**config.mk**
```make
export PLATFORM = sky130hd
export DESIGN_NAME = counter8_cmd_seq
export DESIGN_NICKNAME = d
export VERILOG_FILES = /design/src/rtl/counter8_pkg.sv /design/src/rtl/counter8_bound_det.sv /design/src/rtl/counter8_cmd_seq.sv
export SDC_FILE = /design/constraint.sdc
export NUM_CORES = 1
export LEC_CHECK = 0
export CAP_MARGIN = 20
export CORE_ASPECT_RATIO = 1.5
export CORE_UTILIZATION = 45
export CTS_BUF_LIST = sky130_fd_sc_hd__clkbuf_4
export CTS_CLUSTER_SIZE = 10
export DETAILED_ROUTE_END_ITERATION = 6
export PLACE_DENSITY = 0.77
export RECOVER_POWER = 50
export SLEW_MARGIN = 30
export SYNTH_ARGS = -nofsm -noshare
export SYNTH_HDL_FRONTEND = slang
export SYNTH_HIERARCHICAL = 1
export SYNTH_SLANG_ARGS = --single-unit
```
**constraint.sdc**
```tcl
create_clock -name i_clk -period 2.3 [get_ports i_clk]
set_input_delay 0.345 -clock i_clk [delete_from_list [all_inputs] [get_ports i_clk]]
set_output_delay 0.345 -clock i_clk [all_outputs]
set_load 0.1 [all_outputs]
```
**src/rtl/counter8_pkg.sv**
```systemverilog
// rtl/counter8_pkg.sv - shared encodings and defaults for the counter8 command sequencer
package counter8_pkg;

  localparam int COUNT_WIDTH = 8;

  typedef enum logic [1:0] {
    OP_NOP  = 2'b00,
    OP_LOAD = 2'b01,
    OP_UP   = 2'b10,
    OP_DOWN = 2'b11
  } op_e;

  typedef enum logic [1:0] {
    IDLE = 2'b00,
    LOAD = 2'b01,
    RUN  = 2'b10,
    DONE = 2'b11
  } state_e;

endpackage

```
**src/rtl/counter8_bound_det.sv**
```systemverilog
// rtl/counter8_bound_det.sv - flags when the counter sits on the boundary for its direction
import counter8_pkg::*;

module counter8_bound_det #(
  parameter int COUNT_WIDTH = counter8_pkg::COUNT_WIDTH
) (
  input  logic [COUNT_WIDTH-1:0] i_dcout,
  input  logic                   i_dir,
  output logic                   o_at_bound
);

  // Counting up the boundary is all-ones, counting down it is zero.
  assign o_at_bound = i_dir ? (i_dcout == '1) : (i_dcout == '0);

endmodule

```
**src/rtl/counter8_cmd_seq.sv**
```systemverilog
// rtl/counter8_cmd_seq.sv - turns load/count commands into control strobes for the up/down counter
import counter8_pkg::*;

module counter8_cmd_seq #(
  parameter int COUNT_WIDTH = counter8_pkg::COUNT_WIDTH
) (
  input  logic                   i_clk,
  input  logic                   i_resetn,
  input  logic                   i_cmd_valid,
  output logic                   o_cmd_ready,
  input  logic [1:0]             i_cmd_op,
  input  logic [COUNT_WIDTH-1:0] i_cmd_val,
  input  logic                   i_cmd_wrapstop,
  output logic                   o_loadn,
  output logic [COUNT_WIDTH-1:0] o_preld_val,
  output logic                   o_updown,
  output logic                   o_cnt_en,
  input  logic [COUNT_WIDTH-1:0] i_dcout,
  output logic                   o_busy,
  output logic                   o_done,
  output logic                   o_sat,
  output logic                   o_wrapped
);

  state_e                   r_state;
  state_e                   w_state_next;
  logic [COUNT_WIDTH-1:0]   r_preld_val;
  logic [COUNT_WIDTH-1:0]   r_remaining;
  logic                     r_dir;
  logic                     r_wrapstop;
  logic                     r_sat;
  logic                     r_wrapped;
  logic                     w_accept;
  logic                     w_at_bound;
  logic                     w_stop_now;
  op_e                      w_op;

  assign w_op       = op_e'(i_cmd_op);
  assign w_stop_now = w_at_bound && !r_wrapstop;

  counter8_bound_det #(
    .COUNT_WIDTH(COUNT_WIDTH)
  ) u_bound_det (
    .i_dcout    (i_dcout),
    .i_dir      (r_dir),
    .o_at_bound (w_at_bound)
  );

  // State register; reset abandons any command in flight.
  always_ff @(posedge i_clk) begin
    if (!i_resetn) begin
      r_state <= IDLE;
    end else begin
      r_state <= w_state_next;
    end
  end

  // Next-state decode and state-decoded control outputs.
  always_comb begin
    w_state_next = r_state;
    w_accept     = 1'b0;
    o_cmd_ready  = 1'b0;
    o_busy       = 1'b1;
    o_loadn      = 1'b1;
    o_done       = 1'b0;
    o_cnt_en     = 1'b0;
    case (r_state)
      IDLE: begin
        o_cmd_ready = 1'b1;
        o_busy      = 1'b0;
        w_accept    = i_cmd_valid;
        if (i_cmd_valid) begin
          case (w_op)
            OP_NOP:  w_state_next = DONE;
            OP_LOAD: w_state_next = LOAD;
            default: w_state_next = (i_cmd_val == '0) ? DONE : RUN;
          endcase
        end
      end
      LOAD: begin
        o_loadn      = 1'b0;
        w_state_next = DONE;
      end
      RUN: begin
        // Hold the enable off on a stop boundary so the counter never moves past it.
        o_cnt_en = !w_stop_now;
        if (w_stop_now || (r_remaining == COUNT_WIDTH'(1))) begin
          w_state_next = DONE;
        end
      end
      DONE: begin
        o_done       = 1'b1;
        w_state_next = IDLE;
      end
      default: w_state_next = IDLE;
    endcase
  end

  // Command latches, step counter and the sat/wrapped status flags.
  always_ff @(posedge i_clk) begin
    if (!i_resetn) begin
      r_preld_val <= '0;
      r_remaining <= '0;
      r_dir       <= 1'b1;
      r_wrapstop  <= 1'b0;
      r_sat       <= 1'b0;
      r_wrapped   <= 1'b0;
    end else begin
      if (w_accept) begin
        r_sat     <= 1'b0;
        r_wrapped <= 1'b0;
        if (w_op == OP_LOAD) begin
          r_preld_val <= i_cmd_val;
        end
        if ((w_op == OP_UP) || (w_op == OP_DOWN)) begin
          r_remaining <= i_cmd_val;
          r_dir       <= (w_op == OP_UP);
          r_wrapstop  <= i_cmd_wrapstop;
        end
      end
      if (r_state == RUN) begin
        if (w_stop_now) begin
          r_sat <= 1'b1;
        end else begin
          r_remaining <= r_remaining - COUNT_WIDTH'(1);
          if (w_at_bound) begin
            r_wrapped <= 1'b1;
          end
        end
      end
    end
  end

  assign o_preld_val = r_preld_val;
  assign o_updown    = r_dir;
  assign o_sat       = r_sat;
  assign o_wrapped   = r_wrapped;

endmodule

```
## Word level (Yosys, flattened, before mapping)

Cells that the tools add are included.

- Flip-flop bits (word level): 22
- Bits of input ports: 22
- Output and inout port bits: 16
- Word-level logic and storage cells: 53

- Add/subtract/negate cells: 1
- Equal/unequal tests: 10
- Multiplexer cells: 23
- Reductions and logical operators: 12

Operators with widths:

| cell | count |
|---|---|
| 8-bit 2-to-1 mux | 4 |
| 8-bit zero test | 2 |
| 1-bit 2-to-1 mux | 15 |
| 2-bit equality test (second input constant) | 4 |
| 8-bit by 1-bit equality test with 1-bit output (second input constant) | 1 |
| 8-bit equality test (second input constant) | 1 |
| 2-bit one-hot mux with 4 select lines | 1 |
| 8-bit by 1-bit subtractor with 8-bit output (second input constant) | 1 |
| 2-bit AND reduction | 3 |
| 2-bit by 1-bit equality test with 1-bit output (second input constant) | 2 |
| 2-bit zero test | 2 |
| 2-bit 2-to-1 mux | 2 |
| 2-bit inequality test (second input constant) | 2 |
| 2-bit one-hot mux with 2 select lines | 1 |
| 1-bit zero test | 2 |
| 1-bit logical OR | 2 |
| 1-bit logical AND | 1 |

## Depth between registers and ports, before layout

Gate-level depths: netlist (run 1).

- Depth in word-level cells: 6
- Depth in mapped cells: 9
- Gate-level depth less buffers: 8

## By module

The synthesis (run 1) kept the hierarchy.

Modules (own cells, without submodules):

| module | times used | cells an instance | area an instance (um^2) | seq. area each (um^2) |
|---|---|---|---|---|
| counter8_cmd_seq | 1 | 138 | 1,196.1 | 440.4 |
| counter8_bound_det | 1 | 8 | 42.5 | 0.0 |

## Worst setup path before layout (run 1)

No wires, ideal clock.

- Path type: register to register
- Start: register r_dir (netlist: o_updown)
- End: register r_state[0]
- Setup time: 0.072 ns
- Arrival: 2.841 ns
- Required time: 2.228 ns
- Setup slack: -0.612 ns
- Stages on the path, launching flop included: 9
- Path buffers: 1
- Clock period less this slack: 2.912 ns
- Path through: dfxtp_1 > nand4_1 > o31ai_1 > nand2b_4 > buf_6 > nand2_2 > inv_1 > a2bb2oi_2 > mux2i_1

- Word-level cells in the longest chain between the ends: 5

Ends and longest elaborated chain:

| item | line | source |
|---|---|---|
| start: declaration | counter8_cmd_seq.sv:29 | `logic r_dir;` |
| start signal: assignment | counter8_cmd_seq.sv:117 | `r_dir <= (w_op == OP_UP);` |
| 1-bit 2-to-1 mux | counter8_bound_det.sv:13 | `assign o_at_bound = i_dir ? (i_dcout == '1) : (i_dcout == '0);` |
| named net w_at_bound | counter8_cmd_seq.sv:34 | `logic w_at_bound;` |
| 1-bit logical AND | counter8_cmd_seq.sv:39 | `assign w_stop_now = w_at_bound && !r_wrapstop;` |
| 1-bit logical OR | counter8_cmd_seq.sv:87 | `if (w_stop_now \|\| (r_remaining == COUNT_WIDTH'(1))) begin` |
| 2-bit inequality test (no line) | - |  |
| 2-bit AND reduction (no line) | - |  |
| end signal: assignment | counter8_cmd_seq.sv:54 | `r_state <= w_state_next;` |
| end: declaration | counter8_cmd_seq.sv:25 | `state_e r_state;` |

The timed path passes the listed nets, and every way through them passes these cells.
A chain may end at the register's enable or synchronous reset.

## Worst setup path after layout (run 1)

- Start: input i_dcout[3]
- End: output o_cnt_en

- Word-level cells in the longest chain between the ends: 5
- Elaborated cells on any way between the ends: 6
- Those cells by class: 1 x eq/ne; 2 x mux; 3 x reduce/logical

Ends and longest elaborated chain:

| item | line | source |
|---|---|---|
| start: declaration | counter8_cmd_seq.sv:18 | `input logic [COUNT_WIDTH-1:0] i_dcout,` |
| 8-bit equality test or 8-bit zero test (tied branches) | counter8_bound_det.sv:13 |  |
| 1-bit 2-to-1 mux * | counter8_bound_det.sv:13 |  |
| named net w_at_bound | counter8_cmd_seq.sv:34 |  |
| 1-bit logical AND * | counter8_cmd_seq.sv:39 |  |
| 1-bit zero test * | counter8_cmd_seq.sv:86 | `o_cnt_en = !w_stop_now;` |
| 1-bit 2-to-1 mux * | counter8_cmd_seq.sv:67 | `case (r_state)` |
| end: declaration | counter8_cmd_seq.sv:17 | `output logic o_cnt_en,` |

The timed path passes the listed nets; every way through them passes the cells marked *.

==> results of run 1 <==
## layer usage
metal,vias to the layer above,share of wire
met5,-,0
met3,5,0.048
met4,0,0.017
met2,40,0.53
met1,578,0.40
li1,601,-
## state kept, by name (all words and copies together), names as in the netlist
signal and count:
o_wrapped 1, r_state 2, r_wrapstop 1, o_preld_val 8
o_updown 1, r_remaining 8, o_sat 1
## per-stage QoR
step	area, µm²	hold WS, ps	TNS [ps]	power (mW)	instances
floorplan	1270	468	0	1.53	146
global placement	1640	456	0	1.79	216
detailed placement	1640	460	-11.4	1.81	216
CTS	1700	480	0	2.13	221
global route	1650	494	0	2.22	221
finish	1650	482	0	2.10	221
## power by group
part           internal, mW  switching [mW]
clock                 0.176           0.130
combinational         0.393           0.835
sequential            0.469          0.0953
## repair_timing
item,CTS,global route
pin swaps,0,2
buffers inserted,1,0
setup endpoints to repair,1,1
## logic make-up (layout without fill, tap and decap cells)
logic type / Yosys count / in the layout / share of synthesized area
AO/OA/AOI/OAI: 39 / 39 / 0.233
buffers and inverters: 14 / 53 / 0.0485
adder cells (fa/ha/maj): 7 / 7 / 0.0707
AND/OR/NAND/NOR: 60 / 60 / 0.260
flip-flops: 22 / 22 / 0.356
multiplexers: 4 / 4 / 0.0323
## Yosys cell counts, types with 3 or more instances
| library cell | n |
|---|---|
| a21boi_0 | 10 |
| clkbuf_1 | 3 |
| a21oi_1 | 3 |
| ha_1 | 7 |
| nand3_1 | 5 |
| nor2_1 | 5 |
| nand2_1 | 29 |
| nor4_1 | 3 |
| o21ai_0 | 7 |
| inv_1 | 10 |
| dfxtp_1 | 22 |
| mux2i_1 | 4 |
| nand4_1 | 3 |
| a32oi_1 | 3 |
## final timing paths
kind / endpoint / slack [ps] / cells past startpoint
max: o_cnt_en / 110 / 8
min: o_preld_val[0] / 480 / 2
max reg2reg: r_state[1] / 540 / 8
min reg2reg: o_preld_val[0] / 480 / 2
## cell type report
cell class                      count  area share
Clock inverter                      1      0.0182
Clock buffer                        3      0.0137
Sequential cell                    22       0.269
Timing Repair Buffer               39       0.187
Multi-Input combinational cell    110       0.459
Inverter                           10      0.0250
Tap cell                           36      0.0273
## tightest hold or removal path: stages (launching register included)
cell and delay [ps]:
dfxtp_1 330, nand2_1 50, a21boi_0 70
==> results by group, run 1 <==
Global route
  • Routing usage on met3: 0.0383
  • Met1 usage: 0.249
  • Largest net degree at the start of global routing: 15
  • GR peak layer: met2
  • GRT Util Overall: 0.235
  • First-pass GRT wire length: 5230 µm
  • Vias in the first global route: 1234
  • Gr ovfl total: 0
  • Initial antenna violation count: 0
  • Met2 Resource Use GR: 0.438

Route
  • Residual DRC count: 0
  • Pre-Repair DR Iteration Count: 4
  • Routed Antenna Nets: 0
  • Total number of vias: 1224
  • Drt wl/cell: 14.0 µm
  • Vias per std cell: 5.54
  • Iteration-0 DRC Markers: 43
  • Final wirelength: 3090 µm

Clock tree
  • Worst-path clk slew: 120 ps
  • CTS tree: yes
  • Clk_lat worst skew: 330 ps
  • Hold Buf Count CTS: 0
  • Root Buffer Master: clkbuf_4
  • H-tree depth: 1
  • Clock Path Buffers: 2
  • CTS Buf Count: 3
  • CTS sink count: 22
  • Post-cts gate resize count: 0

Run status
  • Outcome: completed

Critical path
  • Worst path max stage delay: 420 ps
  • Crit path arrival time: 1840 ps
  • Buf/Inv on CP: 3
  • Worst path slowest cell: clkdlybuf4s50_1
  • Critical Path Source Type: input port
  • Worst r2r src: o_updown
  • Nature of the critical path endpoint: primary output
  • CP Class: in2out
  • Worst path required time: 1960 ps
  • Top delay family on crit path: buffers and inverters
  • Critical path peak fanout: 8
  • Worst-path cell chain: clkdlybuf4s50_1 > nor4_1 > nand3_1 > o31ai_4 > nand2b_4 > nand2_4 > clkinvlp_4 > buf_12
  • CP Launch Point: i_dcout[3]

Min path
  • Hold path startpoint: o_preld_val[0]
  • Hold Crit Class: reg2reg

Floorplan
  • Core box area: 2530 µm²
  • Die height: 66.3 µm
  • Row Count: 22
  • Initial core utilization: 0.489
  • Die X: 44.8 µm
  • Io pins: 38
  • Die area: 2970 µm²

Timing
  • Max-slew headroom: 0.216
  • FMAX: 0.457 GHz
  • Final Cycle Share: 0.951
  • Final setup vio count: 0
  • RSZ-0062 raised after global routing: false
  • Actual slew at the worst max-slew pin: 1180 ps
  • Slack of the critical path: 113 ps
  • Fin. Hold Viols: 0
  • Min Tclk post-route: 2190 ps
  • Max Clock Skew: 5.66 ps
  • Max Slew Vio Count: 0

Layout
  • Filler cells: 245
  • Register area: 444 µm²
  • Fin util: 0.651
  • Layout Nets: 215
  • Area of the multi-input gates: 757 µm²
  • Layout cell share with drive strength beyond 1: 0.119
  • Most frequent cells in the layout: nand2_1, clkdlybuf4s50_1, dfxtp_1
  • Leading cell type in the layout, fill and taps excluded: nand2_1
  • Synth-to-Final Area Change: 33.1%
  • Antenna cells: 0

Power
  • LEAKAGE: 0.611 nW
  • Power per cell area: 1270 nW/µm²
  • VDD IR max: 1.07 mV

Synthesis
  • Top_reg_cell synth: dfxtp_1
  • Post-synthesis sequential area ratio: 0.356
  • Post-synth design cell area: 1240 µm²
  • Mapped Nets: 175
  • Post-synth EDFFs: 0
  • Synth Area per Inst: 8.48 µm²
  • Post-synthesis cell type count: 41
  • Top post-synthesis cells by area: dfxtp_1, nand2_1, ha_1
  • Syn Inst Count: 146
  • Area fraction of the dominant cell type after synthesis: 0.356
  • Synth Warn #: 6
  • Dominant cell type by area after synthesis: dfxtp_1
  • Share of flip-flops with an asynchronous set or reset: 0
  • Yosys reg bits: 22

Placement
  • Placement Setup Slack: -11.4 ps
  • I/O Buffers: 37
  • Dpl hpwl: 2460 µm
  • Global placement routability congestion: 0.846

Flow run
  • Maxcap violations: 0
Note: power is estimated with default switching activity, not from simulation.
==> run 2, diff against run 1 <==
- GPL_TIMING_DRIVEN: not set -> 0
==> run 2 against run 1 <==
Global-route usage decreased by 1.0 points. Combinational power about the same. Non-clock buffer count increased by 5. Highest routed layer unchanged.
==> results by group, run 2 (same netlist as run 1, synthesis figures left out) <==
Run status
  • Outcome: completed (unchanged)

Power
  • Comb power frac: 0.630 (was 0.585)
  • Sw Pwr: 1.04 mW (was 1.06 mW)
  • LEAKAGE: 0.649 nW (was 0.611 nW)
  • VDD IR max: 0.921 mV (was 1.07 mV)
  • Power per cell area: 1150 nW/µm² (was 1270 nW/µm²)
  • Part of the power in the clock network: 0.089 (was 0.146)
  • Sw frac: 0.520 (was 0.505)
  • Seq pwr share: 0.280 (was 0.269)
  • Cell-internal power: 961 µW (was 1.04 mW)

Clock tree
  • CTS Buf Count: 3 (unchanged)
  • CTS tree: yes (unchanged)
  • Clock Path Buffers: 2 (unchanged)
  • Root Buffer Master: clkbuf_4 (unchanged)
  • CTS sink count: 22 (unchanged)
  • H-tree depth: 1 (unchanged)
  • Clk_lat worst skew: 310 ps (was 330 ps)
  • Worst-path clk slew: 130 ps (was 120 ps)

Floorplan
  • Die area: 2970 µm² (unchanged)
  • Core box area: 2530 µm² (unchanged)
  • Initial core utilization: 0.489 (unchanged)
  • Io pins: 38 (unchanged)
  • Row Count: 22 (unchanged)
  • Die height: 66.3 µm (unchanged)
  • Die X: 44.8 µm (unchanged)

Route
  • Met1 wire length: 1250 µm (about the same)
  • Pre-Repair DR Iteration Count: 4 (unchanged)
  • Highest routed metal layer: met4 (unchanged)
  • Final wirelength: 3090 µm (about the same)
  • Drt wl/cell: 13.7 µm (was 14.0 µm)
  • Total number of vias: 1200 (was 1224)
  • Iteration-0 DRC Markers: 33 (was 43)
  • Routed Antenna Nets: 0 (unchanged)
  • Residual DRC count: 0 (unchanged)
  • Metal2 WL: 1680 µm (was 1640 µm)
  • Vias per std cell: 5.31 (was 5.54)
  • Met3 wire len: 132 µm (was 147 µm)

Min path
  • Hold Crit Class: reg2reg (unchanged)

Timing
  • Min Tclk post-route: 2270 ps (was 2190 ps)
  • Slack of the critical path: 29.1 ps (was 113 ps)
  • Fin. Hold Viols: 0 (unchanged)
  • Max-slew headroom: 0.348 (was 0.216)
  • Final setup vio count: 0 (unchanged)
  • Final Cycle Share: 0.987 (was 0.951)
  • Max Clock Skew: 10.8 ps (was 5.66 ps)
  • Actual slew at the worst max-slew pin: 974 ps (was 1180 ps)
  • Max Slew Vio Count: 0 (unchanged)
  • FMAX: 0.440 GHz (was 0.457 GHz)

Critical path
  • Worst path max stage delay: 430 ps (was 420 ps)
  • Worst-path cell chain: clkdlybuf4s50_1 > nor4_1 > nand3_1 > o31ai_4 > nand2b_4 > buf_6 > nand2_4 > clkinvlp_4 > buf_12 (was clkdlybuf4s50_1 > nor4_1 > nand3_1 > o31ai_4 > nand2b_4 > nand2_4 > clkinvlp_4 > buf_12)
  • Critical path peak fanout: 8 (unchanged)
  • Crit path arrival time: 1930 ps (was 1840 ps)
  • Nature of the critical path endpoint: primary output (unchanged)
  • Worst path required time: 1960 ps (about the same)
  • Reg-to-reg slack, setup: 340 ps (was 540 ps)
  • CP Class: in2out (unchanged)
  • Critical Path Source Type: input port (unchanged)
  • Worst path slowest cell: clkdlybuf4s50_1 (unchanged)

Global route
  • Largest net degree at the start of global routing: 13 (was 15)
  • First-pass GRT wire length: 5080 µm (was 5230 µm)
  • Gr ovfl total: 0 (unchanged)
  • Initial antenna violation count: 0 (unchanged)
  • GRT Util Overall: 0.225 (was 0.235)
  • Vias in the first global route: 1178 (was 1234)

Placement
  • Dpl hpwl: 2480 µm (was 2460 µm)
  • I/O Buffers: 37 (unchanged)
  • Placement Setup Slack: -809 ps (was -11.4 ps)
  • Global placement routability congestion: 0.807 (was 0.846)

Layout
  • Antenna cells: 0 (unchanged)
  • Fin util: 0.686 (was 0.651)
  • Layout cell share with drive strength beyond 1: 0.105 (was 0.119)
  • Layout Nets: 220 (was 215)
  • Synth-to-Final Area Change: 40.3% (was 33.1%)
  • Most frequent cells in the layout: clkdlybuf4s50_1, nand2_1, dfxtp_1 (was nand2_1, clkdlybuf4s50_1, dfxtp_1)
  • Filler cells: 236 (was 245)
  • Leading cell type in the layout, fill and taps excluded: clkdlybuf4s50_1 (was nand2_1)

Flow run
  • Maxcap violations: 0 (unchanged)
==> run 2: cell types whose count changed in the layout (fill, tap and decap cells not counted), moves of 2 or more <==
| cell | delta |
|---|---|
| dlygate4sd2_1 | +2 |
| clkdlybuf4s50_1 | +10 |
| clkbuf_1 | -8 |
| clkbuf_2 | -3 |
==> run 2: stage by stage <==
step                      power [mW]  setup TNS (ps)  hold slack (ps)  std cells  area (µm²)
after floorplan                 1.53               0              468        146        1270
after global placement          1.77            -801              455        219        1680
after detailed placement        1.80            -818              459        219        1680
after CTS                       1.97           -55.5              477        223        1710
after global routing            2.13           -10.6              495        226        1740
final                           2.00               0              475        226        1740
==> run 2: cell type report <==
type | instances | area, µm² | area share
clock buffers | 3 | 22.5 | 0.0130
inverters | 10 | 41.3 | 0.0238
clock inverters | 1 | 3.75 | 0.00216
plain buffers | 4 | 22.5 | 0.0130
multi-input cells | 110 | 754 | 0.434
well taps | 36 | 45.0 | 0.0259
flip-flops and latches | 22 | 444 | 0.256
repair buffers | 40 | 404 | 0.233
==> run 2: path summary, 6_finish.rpt <==
path                                     start        endpoint  depth (start not counted)
worst max-delay path                i_dcout[7]        o_cnt_en                          9
worst min register to register  o_preld_val[7]  o_preld_val[7]                          2
worst min-delay path            o_preld_val[7]  o_preld_val[7]                          2
worst max register to register      r_state[0]  o_preld_val[1]                          6
==> run 2: critical path: cells and delay by family <==
family,cells,cell delay (ps)
AO/OA/AOI/OAI,1,110
AND/OR/NAND/NOR,4,580
buffers and inverters,4,900
==> run 2: power groups by stage <==
stage               Combinational [mW]  Sequential (mW)  Clock, mW
global route                      1.36            0.575      0.201
floorplan                        0.894            0.631          0
finish                            1.26            0.561      0.179
CTS                               1.22            0.562      0.183
global placement                  1.21            0.564          0
detailed placement                1.23            0.571          0
==> run 2: routing by layer <==
| metal | vias up | GRT usage |
|---|---|---|
| li1 | 609 | - |
| met1 | 552 | 0.255 |
| met2 | 35 | 0.428 |
| met3 | 4 | 0.0246 |
| met4 | 0 | 0.0530 |
| met5 | - | 0 |
==> run 2: repair_timing <==
action	4_1_cts	5_1_grt
hold buffers	0	0
pin swaps	0	2
endpoints found under the setup margin	5	2
gates resized for setup	13	4
buffers inserted	0	3
